`src/rtl/lb_arb2.sv`:
```
`default_nettype none
// ============================================================================
// Module   : lb_arb2
// Brief    : Two-master local-bus arbiter. The host (network bridge) always
//            wins and is never stalled; a secondary sequencer issues through a
//            req/ack handshake in free cycles. Pipelined read data is routed
//            back to its issuer through an owner-tag delay line.
// Revision : 1.0 - initial release
// ============================================================================
module lb_arb2 #(
    parameter int AW         = 24,
    parameter int READ_DELAY = 3,
    parameter int WAIT_W     = 16
) (
    input  logic              lb_clk,
    input  logic              rst,
    // host master
    input  logic              h_strobe,
    input  logic              h_rd,
    input  logic [AW-1:0]     h_addr,
    input  logic [31:0]       h_wdata,
    output logic [31:0]       h_rdata,
    output logic              h_rvalid,
    // secondary master
    input  logic              s_req,
    input  logic              s_rd,
    input  logic [AW-1:0]     s_addr,
    input  logic [31:0]       s_wdata,
    output logic              s_ack,
    output logic [31:0]       s_rdata,
    output logic              s_rvalid,
    // shared application bus
    output logic              m_strobe,
    output logic              m_rd,
    output logic [AW-1:0]     m_addr,
    output logic [31:0]       m_wdata,
    input  logic [31:0]       m_rdata,
    // diagnostics
    output logic [WAIT_W-1:0] s_wait
);

    localparam logic [WAIT_W-1:0] c_WAIT_MAX = {WAIT_W{1'b1}};
    localparam logic [WAIT_W-1:0] c_WAIT_ONE = WAIT_W'(1);

    logic                  w_sec_issue;
    logic                  w_issue;
    logic                  w_nxt_rd;
    logic [AW-1:0]         w_nxt_addr;
    logic [31:0]           w_nxt_wdata;
    logic                  w_starve;
    logic                  w_ret_h;
    logic                  w_ret_s;

    logic                  r_m_strobe;
    logic                  r_m_rd;
    logic [AW-1:0]         r_m_addr;
    logic [31:0]           r_m_wdata;
    logic                  r_s_ack;
    // bit 0 lines up with m_strobe; bit READ_DELAY lines up with m_rdata
    logic [READ_DELAY:0]   r_tag_v;
    logic [READ_DELAY:0]   r_tag_o;
    logic                  r_h_rvalid;
    logic [31:0]           r_h_rdata;
    logic                  r_s_rvalid;
    logic [31:0]           r_s_rdata;
    logic [WAIT_W-1:0]     r_s_wait;

    // Issue decision: host first; secondary only when the bus is free and its
    // previous request has not just been acked (blocks a double issue).
    always_comb begin
        w_sec_issue = !h_strobe && s_req && !r_s_ack;
        w_issue     = h_strobe || w_sec_issue;
        w_nxt_rd    = h_rd;
        w_nxt_addr  = h_addr;
        w_nxt_wdata = h_wdata;
        if (!h_strobe) begin
            w_nxt_rd    = s_rd;
            w_nxt_addr  = s_addr;
            w_nxt_wdata = s_wdata;
        end
        w_starve = s_req && h_strobe && !r_s_ack;
        w_ret_h  = r_tag_v[READ_DELAY] && !r_tag_o[READ_DELAY];
        w_ret_s  = r_tag_v[READ_DELAY] &&  r_tag_o[READ_DELAY];
    end

    // Shared-bus command register; address/data hold when nothing issues.
    always_ff @(posedge lb_clk) begin
        if (rst) begin
            r_m_strobe <= 1'b0;
            r_m_rd     <= 1'b0;
            r_m_addr   <= '0;
            r_m_wdata  <= '0;
            r_s_ack    <= 1'b0;
        end else begin
            r_m_strobe <= w_issue;
            r_s_ack    <= w_sec_issue;
            if (w_issue) begin
                r_m_rd    <= w_nxt_rd;
                r_m_addr  <= w_nxt_addr;
                r_m_wdata <= w_nxt_wdata;
            end
        end
    end

    // Owner-tag delay line: {read valid, owner} travels alongside the access.
    always_ff @(posedge lb_clk) begin
        if (rst) begin
            r_tag_v <= '0;
            r_tag_o <= '0;
        end else begin
            r_tag_v <= {r_tag_v[READ_DELAY-1:0], w_issue && w_nxt_rd};
            r_tag_o <= {r_tag_o[READ_DELAY-1:0], w_sec_issue};
        end
    end

    // Read return: capture m_rdata into the owning master's data register.
    always_ff @(posedge lb_clk) begin
        if (rst) begin
            r_h_rvalid <= 1'b0;
            r_h_rdata  <= '0;
            r_s_rvalid <= 1'b0;
            r_s_rdata  <= '0;
        end else begin
            r_h_rvalid <= w_ret_h;
            r_s_rvalid <= w_ret_s;
            if (w_ret_h) begin
                r_h_rdata <= m_rdata;
            end
            if (w_ret_s) begin
                r_s_rdata <= m_rdata;
            end
        end
    end

    // Starvation counter: cycles the secondary was denied by the host, saturating.
    always_ff @(posedge lb_clk) begin
        if (rst) begin
            r_s_wait <= '0;
        end else if (w_starve && (r_s_wait != c_WAIT_MAX)) begin
            r_s_wait <= r_s_wait + c_WAIT_ONE;
        end
    end

    assign m_strobe = r_m_strobe;
    assign m_rd     = r_m_rd;
    assign m_addr   = r_m_addr;
    assign m_wdata  = r_m_wdata;
    assign s_ack    = r_s_ack;
    assign h_rvalid = r_h_rvalid;
    assign h_rdata  = r_h_rdata;
    assign s_rvalid = r_s_rvalid;
    assign s_rdata  = r_s_rdata;
    assign s_wait   = r_s_wait;

endmodule
`default_nettype wire

```
`config.mk`:
```
export PLATFORM = sky130hd
export DESIGN_NAME = lb_arb2
export DESIGN_NICKNAME = d
export VERILOG_FILES = /design/src/rtl/lb_arb2.sv
export SDC_FILE = /design/constraint.sdc
export NUM_CORES = 1
export LEC_CHECK = 0
export CAP_MARGIN = 0
export CELL_PAD_IN_SITES_DETAIL_PLACEMENT = 1
export CELL_PAD_IN_SITES_GLOBAL_PLACEMENT = 1
export CORE_MARGIN = 10
export CORE_UTILIZATION = 28
export DETAILED_ROUTE_END_ITERATION = 8
export GPL_TIMING_DRIVEN = 0
export PLACE_DENSITY_LB_ADDON = 0.2
export SLEW_MARGIN = 20
export SYNTH_ARGS = -nofsm -noshare
export SYNTH_HDL_FRONTEND = slang
export SYNTH_SLANG_ARGS = --single-unit
```
`constraint.sdc`:
```
create_clock -name lb_clk -period 2.6 [get_ports lb_clk]
set_clock_uncertainty 0.05 [all_clocks]
set_input_delay 0.52 -clock lb_clk [delete_from_list [all_inputs] [get_ports lb_clk]]
set_output_delay 0.52 -clock lb_clk [all_outputs]
set_load 0.05 [all_outputs]
```
# [Yosys cells after proc, flatten, opt, wreduce, memory -nomap -nowiden]
# Cells that the tools add are included.
[op_classes] eq_ne=1 muxes=3 n_addsub=1 reduce_logical=12
[op_table] cell="two-way mux 32 bit" n=1
[op_table] cell="two-way mux 24 bit" n=1
[op_table] cell="adder 16 x 1 -> 16 bit (second input constant)" n=1
[op_table] cell="!= test 16 bit (second input constant)" n=1
[op_table] cell="logical AND 1 bit" n=8
[op_table] cell="zero test 1 bit" n=3
[op_table] cell="logical OR 1 bit" n=1
[op_table] cell="two-way mux 1 bit" n=1
[word_totals] register_bits=149 wordCells=29 inputBits=150 out_inout_bits=141

# [Longest topological paths before layout]
[logic_depth] depth_word=5 depth_mapped=6 ltp_nobuf=5

# [Least setup slack after synthesis]
# No wires, ideal clock.
[synth_timing] kind="register to register" from="reg r_s_wait[0] (netlist: s_wait[0])" to="reg r_s_wait[9] (netlist: s_wait[9])" path_buffers=1 stages_incl_launch_ff=7 t_required_ns=2.427 setup_slack_ns=0.486 period_less_slack_ns=2.114 setup_time_ns=0.123 arrival_ns=1.941 path_cell_list="dfxtp_1 -> ha_1 -> nand4_1 -> nor4_2 -> buf_2 -> nor2_1 -> mux2_1"
[synth_via] elab_chain_len=2 word_cells_on_any_way=3 cone_classes="1 x add/sub; 1 x eq/ne; 1 x reduce/logical"
[synth_lines] element="start, declared" line_no="66" rtl="logic [WAIT_W-1:0] r_s_wait;"
[synth_lines] element="start signal, assigned" line_no="140" rtl="r_s_wait <= r_s_wait + c_WAIT_ONE;"
[synth_lines] element="branches (longest 2 deep; another with adder 16 x 1 -> 16 bit)"
# Parallel ways; which one is timed is not known.
# A chain may end at the register's enable or synchronous reset.

# [Final worst setup path]
[layout_timing] from="reg r_s_wait[8] (netlist: s_wait[8])" to="out s_wait[8]"
[layout_rtl] element="end, declared" line_no="39" rtl="output logic [WAIT_W-1:0] s_wait"
# No word-level cell between the ends.

==> results.txt <==
Status -> completed
Via/cell ratio -> 4.609
Synthesis-to-layout area growth -> 67.03%
Detail Route Antenna Nets -> 0
Worst slew margin -> 50.06%
First-pass GRT wire length -> 34980 um
Family with the most delay on the worst path -> buffers and inverters
Remaining DRCs -> 0
Crit path buf inv count -> 1
Die area -> 26360 sq um
Fmax -> 419.9 MHz
Htree depth -> 4
CP Launch Type -> flop
Chip width -> 162.4 um
Initial DRC Count -> 160
Yosys cell types -> 40
Worst Tran Pin Value -> 0.7491 ns
Multiplexer share of the synthesized area -> 10.63%
Fin. Hold Viols -> 0
Leakage Power -> 3.377 nW
Crit share post-route -> 91.61%
Top-area cell type share of the netlist area -> 52.22%
Slowest stage delay, CP -> 0.88 ns
First-pass DRT Iterations -> 4
Adder-cell share of the synthesized area -> 0.2205%
Xor/xnor share of the synthesized area -> 0%
Ys async rst share -> 0%
Nets -> 1119
Initial antenna violation count -> 1
Grt ovf -> 0
Crit end category -> primary output
IO Pins -> 291
Seq/Total Area, Yosys -> 52.22%
Min cycle time layout -> 2.382 ns
Yosys reg bits -> 148
Chip Height -> 162.4 um
RSZ-0062 raised after global routing -> no
Routed WL per cell -> 18.30 um
Largest net degree at the start of global routing -> 17
Peak VDD IR -> 0.4329 mV
Mean Syn Cell Area -> 8.597 sq um
Synth area leaders -> dfxtp_1, nand2_1, mux2i_1
Max Cap Viol -> 0
Mapped Area -> 5674 sq um
Core Rows -> 52
Cts repair resizes -> 0
Post-synth EDFFs -> 0
Core ar. -> 20100 sq um
Yosys warnings -> 0
Starting Density -> 28.22%
Clk buf depth -> 2
Share of layout cells above drive strength 1 -> 4.179%
Slowest cell on crit path -> clkdlybuf4s50_1
Worst endpoint required time -> 2.03 ns
Max Slew Vio Count -> 0
Simple-gate area share of the yosys netlist -> 19.67%
Post-CTS setup buffers -> 0
Number of global-route vias before repair -> 6187
Crit path max fanout -> 8
Worst Setup Path Type -> reg2out
Ys flop type -> dfxtp_1
Cell taking the most area after synthesis -> dfxtp_1
RD Place Congestion -> 0.7720
Setup ws final -> 0.2182 ns
Combinational family with the most area after synthesis -> simple AND/OR/NAND/NOR gates
Clock latency on the worst-skew pair -> 0.42 ns
Synth Area in Compound Gates -> 13.87%
Hold Buf Count CTS -> 0
Pre-CTS setup slack -> -0.2683 ns
CP cell instances -> clkdlybuf4s50_1
Syn Inst Count -> 660
CTS tree -> built
# clock sinks -> 148
CTS buffer count -> 17
I/O Buffers -> 289
PwrDens -> 602.6 nW/um^2
Dpl hpwl -> 18350 um
Global router's overall resource usage -> 16.88%
Final setup viols -> 0
Worst min path class -> reg2reg
Fin Setup TNS -> 0 ns
DRT Wirelength -> 22910 um
Clk slew on worst S/H paths -> 0.06 ns
Post-synth net total -> 811
CTS root buffer -> clkbuf_16
CP Data Arrival Time -> 1.81 ns
DR vias -> 5770
==> metal layers <==
layer,GRT usage [%],vias to the layer above,share of wire (%)
li1,-,2871,-
met4,4.839,0,1.4
met3,8.999,21,11
met2,28.49,204,48
met1,17.94,2674,39
met5,0,-,0
==> cell families (layout without fill, tap and decap cells) <==
| group | count (synthesis) | in the layout |
|---|---|---|
| AOI/OAI and AO/OA | 149 | 149 |
| adders and majority gates | 1 | 1 |
| buffers and inverters | 50 | 371 |
| DFF | 148 | 148 |
| muxes | 60 | 60 |
| other | 0 | 1 |
| and+or+nand+nor | 252 | 252 |
==> path summary, 6_finish.rpt <==
path,start,to,slack (ns),cells after the start
max,s_wait[8],s_wait[8],0.22,1
min,r_tag_v[1],r_tag_v[2],0.39,1
max reg2reg,s_wait[0],s_wait[9],0.51,6
min reg2reg,r_tag_v[1],r_tag_v[2],0.39,1
==> state kept, by name (all words and copies together) (netlist names) <==
| register | count |
|---|---|
| s_rdata | 32 |
| h_rvalid | 1 |
| r_tag_o | 4 |
| s_wait | 16 |
| r_tag_v | 4 |
| m_wdata | 32 |
| m_rd | 1 |
| m_strobe | 1 |
| s_rvalid | 1 |
| h_rdata | 32 |
| m_addr | 24 |
==> cells in the mapped netlist, drive strengths merged (2+ instances only) <==
| cell type | instances |
|---|---|
| a21oi | 74 |
| a31oi | 2 |
| and4 | 2 |
| buf | 13 |
| clkbuf | 33 |
| dfxtp | 148 |
| inv | 4 |
| mux2 | 2 |
| mux2i | 58 |
| nand2 | 193 |
| nand3 | 4 |
| nand4 | 6 |
| nor2 | 9 |
| nor2b | 11 |
| nor3 | 5 |
| nor4 | 3 |
| o21ai | 59 |
| o31ai | 8 |
| or3 | 4 |
| or4 | 8 |
==> through the flow <==
| step | power, mW | instance area (sq um) | hold slack [ns] | std cells | util, % |
|---|---|---|---|---|---|
| 2_1_floorplan | 2.885 | 5674 | 0.3638 | 660 | - |
| 3_3_place_gp | 3.366 | 8905 | 0.3732 | 1219 | 44.29 |
| 3_5_place_dp | 3.371 | 8905 | 0.3790 | 1219 | 44.29 |
| 4_1_cts | 5.783 | 9475 | 0.3921 | 1251 | 47.13 |
| 5_1_grt | 5.949 | 9478 | 0.4045 | 1252 | 47.14 |
| 6_report | 5.711 | 9478 | 0.3862 | 1252 | 47.14 |
==> report_power, final <==
part	leakage [nW]	internal [mW]	switching, mW
registers	1.21	2.35	0.0431
logic	1.89	0.401	0.516
clock network	0.277	1.34	1.06
total	3.38	4.09	1.62
==> cells in the final DEF (no fill, tap or decap), types with 3 or more instances in the layout <==
master,Yosys,routed
nor2_1,9,9
buf_1,9,9
or3_1,3,3
inv_1,4,4
or4_1,8,8
dfxtp_1,148,148
clkdlybuf4s50_1,0,289
nor3_1,5,5
o21ai_1,37,37
mux2i_1,58,58
inv_6,0,5
nand2_1,193,193
nand4_1,4,4
clkbuf_16,0,17
a21oi_1,74,74
o21ai_0,22,22
o31ai_1,8,8
clkinv_4,0,4
nor2b_1,11,11
clkbuf_1,33,33
buf_2,4,4
nand3_1,3,3
==> final cells by class <==
type,count,area (sq um)
Timing Repair Buffer,289,2893
Buffer,46,177.7
Inverter,4,15.01
Multi-Input combinational cell,462,2519
Clock inverter,15,145.1
Fill cell,2327,10630
Antenna cell,1,2.502
Clock buffer,17,425.4
Sequential cell,148,2963
Tap cell,270,337.8
Power figures use the tool's default switching activity.
